<file path="src/rtl/note_judge_ctrl.sv">
// ---------------------------------------------------------------------------
// note_judge_ctrl
//
// Sequencer and scorer for the rhythm-game note-judging datapath.
// Walks the row index through the note array (one row every ROW_FRAMES
// video frames), detects fresh J/K/L key presses from the USB keycode,
// judges every non-rest row exactly once as a hit or a miss inside the
// timing window at the tail of the row, and keeps score and streak.
//
// Ports
//   Clk          in   system clock
//   Reset_n      in   asynchronous active-low reset
//   frame_tick   in   one-cycle pulse per video frame
//   start        in   level; starts/restarts a song from IDLE or DONE
//   keycode      in   two USB scancodes, [15:8] and [7:0]
//   lane_req     in   note pattern of the current row (100/010/001/000)
//   row_counter  out  current row index
//   score        out  accumulated score, saturating at 0xFFFF
//   streak       out  consecutive hits, saturating at 255
//   hit          out  one-cycle pulse on a hit
//   miss         out  one-cycle pulse on a miss
//   playing      out  high while a song is running
//   done         out  high once the last row has finished
// ---------------------------------------------------------------------------
module note_judge_ctrl #(
    parameter int NUM_ROWS   = 100,
    parameter int ROW_FRAMES = 30,
    parameter int WINDOW     = 8,
    parameter int POINTS     = 10,
    parameter int ROW_W      = 7
) (
    input  logic             Clk,
    input  logic             Reset_n,
    input  logic             frame_tick,
    input  logic             start,
    input  logic [15:0]      keycode,
    input  logic [2:0]       lane_req,
    output logic [ROW_W-1:0] row_counter,
    output logic [15:0]      score,
    output logic [7:0]       streak,
    output logic             hit,
    output logic             miss,
    output logic             playing,
    output logic             done
);

    localparam int FC_W = (ROW_FRAMES > 1) ? $clog2(ROW_FRAMES) : 1;
    localparam logic [FC_W-1:0]  FC_LAST  = FC_W'(ROW_FRAMES - 1);
    localparam logic [FC_W-1:0]  WIN_OPEN = FC_W'(ROW_FRAMES - WINDOW);
    localparam logic [ROW_W-1:0] ROW_LAST = ROW_W'(NUM_ROWS - 1);
    localparam logic [16:0]      POINTS_X = 17'(POINTS);

    typedef enum logic [1:0] {
        S_IDLE,
        S_PLAY,
        S_DONE
    } state_t;

    state_t           state_q, state_d;
    logic [ROW_W-1:0] row_q, row_d;
    logic [FC_W-1:0]  fc_q, fc_d;
    logic [15:0]      score_q, score_d;
    logic [7:0]       streak_q, streak_d;
    logic             judged_q, judged_d;
    logic [2:0]       keys_prev_q, keys_prev_d;
    logic             hit_q, hit_d;
    logic             miss_q, miss_d;
    logic             playing_q, playing_d;
    logic             done_q, done_d;

    logic [2:0]       keys_now;
    logic [2:0]       press;
    logic             window_open;
    logic             judge_now;
    logic             row_end;
    logic [16:0]      score_sum;

    // Map one scancode byte to its lane bit; anything else is ignored.
    function automatic logic [2:0] decode_key(input logic [7:0] code);
        logic [2:0] lane;
        case (code)
            8'h0D:   lane = 3'b100;
            8'h0E:   lane = 3'b010;
            8'h0F:   lane = 3'b001;
            default: lane = 3'b000;
        endcase
        return lane;
    endfunction

    // A press is a lane that is down now but was not down last cycle, so a
    // key held across rows never re-triggers.
    assign keys_now    = decode_key(keycode[15:8]) | decode_key(keycode[7:0]);
    assign press       = keys_now & ~keys_prev_q;
    assign window_open = (fc_q >= WIN_OPEN);
    assign judge_now   = (state_q == S_PLAY) && (press != 3'b000) && !judged_q
                         && (lane_req != 3'b000) && window_open;
    assign row_end     = frame_tick && (fc_q == FC_LAST);
    assign score_sum   = {1'b0, score_q} + POINTS_X;

    // Next-state logic. Within PLAY the press is judged before the row-end
    // bookkeeping so that a press landing on the final frame tick is scored
    // against the row that is ending, and a judged row never gets a second
    // (row-end) miss.
    always_comb begin
        state_d     = state_q;
        row_d       = row_q;
        fc_d        = fc_q;
        score_d     = score_q;
        streak_d    = streak_q;
        judged_d    = judged_q;
        keys_prev_d = keys_now;
        hit_d       = 1'b0;
        miss_d      = 1'b0;

        case (state_q)
            S_IDLE, S_DONE: begin
                if (start) begin
                    state_d  = S_PLAY;
                    row_d    = '0;
                    fc_d     = '0;
                    score_d  = '0;
                    streak_d = '0;
                    judged_d = 1'b0;
                end
            end

            S_PLAY: begin
                if (judge_now) begin
                    judged_d = 1'b1;
                    if (press == lane_req) begin
                        hit_d    = 1'b1;
                        score_d  = score_sum[16] ? 16'hFFFF : score_sum[15:0];
                        streak_d = (streak_q == 8'hFF) ? 8'hFF : streak_q + 8'd1;
                    end else begin
                        miss_d   = 1'b1;
                        streak_d = '0;
                    end
                end

                if (frame_tick) begin
                    if (row_end) begin
                        if (!judged_q && !judge_now && (lane_req != 3'b000)) begin
                            miss_d   = 1'b1;
                            streak_d = '0;
                        end
                        judged_d = 1'b0;
                        fc_d     = '0;
                        if (row_q == ROW_LAST) begin
                            state_d = S_DONE;
                        end else begin
                            row_d = row_q + ROW_W'(1);
                        end
                    end else begin
                        fc_d = fc_q + FC_W'(1);
                    end
                end
            end

            default: begin
                state_d = S_IDLE;
            end
        endcase

        playing_d = (state_d == S_PLAY);
        done_d    = (state_d == S_DONE);
    end

    // All state and every output live in this one register bank.
    always_ff @(posedge Clk or negedge Reset_n) begin
        if (!Reset_n) begin
            state_q     <= S_IDLE;
            row_q       <= '0;
            fc_q        <= '0;
            score_q     <= '0;
            streak_q    <= '0;
            judged_q    <= 1'b0;
            keys_prev_q <= '0;
            hit_q       <= 1'b0;
            miss_q      <= 1'b0;
            playing_q   <= 1'b0;
            done_q      <= 1'b0;
        end else begin
            state_q     <= state_d;
            row_q       <= row_d;
            fc_q        <= fc_d;
            score_q     <= score_d;
            streak_q    <= streak_d;
            judged_q    <= judged_d;
            keys_prev_q <= keys_prev_d;
            hit_q       <= hit_d;
            miss_q      <= miss_d;
            playing_q   <= playing_d;
            done_q      <= done_d;
        end
    end

    assign row_counter = row_q;
    assign score       = score_q;
    assign streak      = streak_q;
    assign hit         = hit_q;
    assign miss        = miss_q;
    assign playing     = playing_q;
    assign done        = done_q;

endmodule

</file>
<file path="config.mk">
export PLATFORM = sky130hd
export DESIGN_NAME = note_judge_ctrl
export DESIGN_NICKNAME = d
export VERILOG_FILES = /design/src/rtl/note_judge_ctrl.sv
export SDC_FILE = /design/constraint.sdc
export NUM_CORES = 1
export LEC_CHECK = 0
export ABC_AREA = 1
export BUFFER_PORTS_ARGS = -buffer_cell sky130_fd_sc_hd__buf_2
export CORE_ASPECT_RATIO = 0.9
export CORE_UTILIZATION = 40
export DETAILED_ROUTE_END_ITERATION = 6
export GPL_ROUTABILITY_DRIVEN = 0
export GPL_TIMING_DRIVEN = 0
export PLACE_DENSITY_LB_ADDON = 0.12
export SLEW_MARGIN = 20
export SYNTH_ARGS = -nofsm -noshare
export SYNTH_HDL_FRONTEND = slang
export SYNTH_SLANG_ARGS = --single-unit
</file>
<file path="constraint.sdc">
create_clock -name Clk -period 2.09 [get_ports Clk]
set_clock_uncertainty 0.2 [all_clocks]
set_input_delay 0.1045 -clock Clk [delete_from_list [all_inputs] [get_ports Clk]]
set_output_delay 0.1045 -clock Clk [all_outputs]
set_load 0.05 [all_outputs]
</file>
==> flow_metrics.tcl <==
set metrics [dict create \
    run_status "completed" \
    seq_area_frac_synth 0.385 \
    drt_pass1_iterations 4 \
    global_route.usage.met1 0.248 \
    clock_sinks 46 \
    area.growth.synth_to_final_pct 26.3 \
    cts.root.buffer_cell "clkbuf_8" \
    ant_nets 0 \
    overflow 0 \
    endpoint_kind "register" \
    grt-busiest-layer "met2" \
    setup_crit_path_kind "register to register" \
    slew_headroom 0.605 \
    worst_slew_pin_tran_ns 0.593 \
    final_core_util 0.528 \
    wire_length_of_the_first_global_routing_pass_mm 12.2 \
    path_buf_inv 3 \
    arrival_ns 1.94 \
    dr_total_vias 2828 \
    instance_count_of_the_mapped_netlist 412 \
    hold_viol 0 \
    drtIter0Drc 108 \
    port_buffers 57 \
    finalSetupViolations 0 \
    crit_chain "inv_1 -> ha_1 -> o21ai_0 -> a211oi_1 -> nand2_1 -> clkinv_4 -> nand2_4 -> nand2_8 -> clkinvlp_4 -> nand2_1 -> nand2_1" \
    die-height_microns 84.0 \
    drive_above_1_share 0.293 \
    grt_start_max_net_pins 47 \
    routed_wire_length_mm 6.81 \
    tritoncts_clock_tree "done" \
    power.switching_fraction 0.343 \
    syn_avg_cell_area_sq_um 7.26 \
    htree_num_levels 2 \
    period_minus_slack_ns 1.94 \
    cp_data_required_time_ns 2.09 \
    core_sq_um 7150 \
    crit_family "simple AND/OR/NAND/NOR gates" \
    antennaDiodeCount 0 \
    hold-worst-slack_ns 0.116 \
    p_seq_frac 0.457 \
    dp.cells 562 \
    synth_nets 441 \
    combPwrFrac 0.254 \
    crit_path_max_incr_delay_ns 0.42 \
    first_global_vias 2779 \
    clk_path_buf_depth 2 \
    timing.fmax_mhz 517 \
    placed_cell_area_sq_um 3390 \
    die_footprint_sq_um 7830 \
    grt_util_met2 0.330 \
    timing_max_transition_violations_final 0 \
    largest_fanout_on_the_critical_path 5 \
    starting_density 0.418 \
    finalInstanceArea_sq_um 3780 \
    vdd.ir_drop.worst_uv 369 \
    io_pins 58 \
    power.net_switching_mw 0.809 \
    antenna_found_initial 0 \
    power.static_leakage_nw 2.09 \
    worst_path_max_delay_cell "dfrtp_1" \
    cts_buffers 5 \
    part_of_the_power_in_the_clock_network 0.290 \
    synth.cell_area_sq_um 2990 \
    route.detailed.wl_per_inst_microns 11.4 \
    p_int_mw 1.55 \
    start_kind "register" \
    synth_cell_types 38 \
    grt_use_total 0.192 \
    dieWidth_microns 93.1 \
    post_drt_via_cell_ratio 4.75 \
    min_path_type "input pin to register" \
    clkLatencyLatePin_ns 0.30 \
    finalNetCount 530 \
    post-route-period-util 0.926 \
    p_per_area_nw_per_um2 625 \
    remaining_drc_errors 0 \
    layout.cells.non_filler 595 \
    clk_transition_reported_paths_ns 0.09 \
    post-dp-hpwl_mm 4.89 \
    yosysWarningCount 0 \
    max_cap_viol_count 0 \
    cpMostUsedCell "nand2_1" \
    groute.layer.met3.usage 0.0310 \
    placementRows 29 \
    synth.ff_latch_count 46 \
]
## synthesized netlist by cell type
master	n	area [sq um]
clkbuf_1	1	3.75
nor2_2	2	12.5
clkinv_1	1	3.75
buf_8	1	15.0
nand3_2	4	40.0
a31oi_1	1	6.26
o21ai_2	5	43.8
nor2_8	1	20.0
nor2_1	27	101
nand2_8	1	20.0
xnor2_1	3	26.3
nor3b_1	1	7.51
inv_2	10	37.5
dfrtp_1	46	1150
nand2_4	2	22.5
nand4_1	8	50.1
buf_2	3	15.0
a21oi_1	19	95.1
xor2_1	6	52.6
buf_6	1	11.3
o41ai_1	2	17.5
nand2_2	16	100
o21bai_2	1	11.3
o21ai_0	11	55.1
ha_1	6	75.1
o31ai_1	3	22.5
nand3_1	31	155
nand2_1	127	477
nor3_1	4	20.0
nor2_4	4	45.0
nor3_2	1	10.0
inv_1	51	191
o21bai_1	1	7.51
o22ai_1	1	6.26
nand3b_1	3	22.5
o21ai_1	5	25.0
or2_2	1	6.26
a211oi_1	1	7.51
## metrics by stage
stage	total power, mW	TNS [ns]	setup WS, ns
floorplan	1.48	0	0.00241
detailed placement	1.64	0	0.0235
global placement	1.63	0	0.0350
finish	2.36	0	0.154
CTS	2.34	0	0.0116
global route	2.51	-0.0325	-0.0180
## cell families (layout without fill, tap and decap cells)
group                      Yosys count  in the layout  synth area share
and+or+nand+nor                    233            233             0.371
buffers and inverters               68            158            0.0929
AOI/OAI and AO/OA                   50             50            0.0996
DFF                                 46             46             0.385
xor gates and xnor gates             9              9            0.0264
adders and majority gates            6              6            0.0251
## repair_timing
| action | 4_1_cts | 5_1_grt |
|---|---|---|
| hold buffers | 9 | 0 |
| buffers inserted | 0 | 16 |
| endpoints found under the setup margin | 0 | 27 |
| gates resized for setup | 0 | 20 |
| endpoints found under the hold margin | 54 | 0 |
## sequential cells by signal, summed over array words and instances, names as in the netlist
name	count
judged_q	1
row_counter	7
keys_prev_q	3
streak	8
state_q	2
hit	1
done	1
playing	1
miss	1
score	16
fc_q	5
## worst min-delay path: stages
cell	delay [ns]
buf_2	0.09
nand3_1	0.09
nand2_2	0.10
nand3b_1	0.08
nand2_1	0.06
a21oi_1	0.05
## final timing paths
check | from | slack (ns) | depth (start not counted) | end
max in group asynchronous | Reset_n | 1.12 | 2 | score[1]$_DFFE_PN0P_
worst max register to register | fc_q[0]$_DFFE_PN0P_ | 0.15 | 11 | score[3]$_DFFE_PN0P_
min in group asynchronous | Reset_n | 0.14 | 2 | streak[5]$_DFFE_PN0P_
worst min register to register | row_counter[0]$_DFFE_PN0P_ | 0.31 | 1 | row_counter[0]$_DFFE_PN0P_
worst max-delay path | fc_q[0]$_DFFE_PN0P_ | 0.15 | 11 | score[3]$_DFFE_PN0P_
worst min-delay path | lane_req[0] | 0.12 | 6 | miss$_DFF_PN0_
## metal layers
| metal | wire [microns] | part of all wire |
|---|---|---|
| met1 | 3220 | 0.47 |
| met2 | 3290 | 0.48 |
| met3 | 240 | 0.035 |
| met4 | 57 | 0.0084 |
| met5 | 0 | 0 |
## placed cells by master (no fill, tap or decap), types with 4 or more instances in the layout
master	netlist	routed
buf_2	3	57
dlygate4sd3_1	0	9
xor2_1	6	6
inv_2	10	9
o21ai_1	5	5
inv_1	51	49
clkbuf_8	0	5
nor2_2	2	5
nor3_1	4	4
buf_4	0	18
nand3_2	4	7
o21ai_2	5	5
nand2_2	16	18
nand4_1	8	8
nor2_1	27	24
nand2_1	127	125
ha_1	6	6
o21ai_0	11	11
dfrtp_1	46	43
nand3_1	31	28
nor2_4	4	4
a21oi_1	19	19
## layout make-up
| cell class | count | area, sq um |
|---|---|---|
| buffer | 6 | 53.8 |
| fill | 715 | 3370 |
| tap | 93 | 116 |
| sequential | 46 | 1150 |
| clock inverter | 3 | 45.0 |
| multi-input combinational | 298 | 1600 |
| inverter | 62 | 244 |
| clock buffer | 5 | 68.8 |
| timing repair buffer | 82 | 498 |
## power by group through the flow
stage               clock, mW  sequential, mW  combinational [mW]
finish                  0.683            1.08               0.599
global route            0.748            1.09               0.669
CTS                     0.706            1.08               0.550
detailed placement          0            1.10               0.538
global placement            0            1.10               0.529
floorplan                   0            1.23               0.255
No activity file was read; power rests on OpenSTA's default activity.
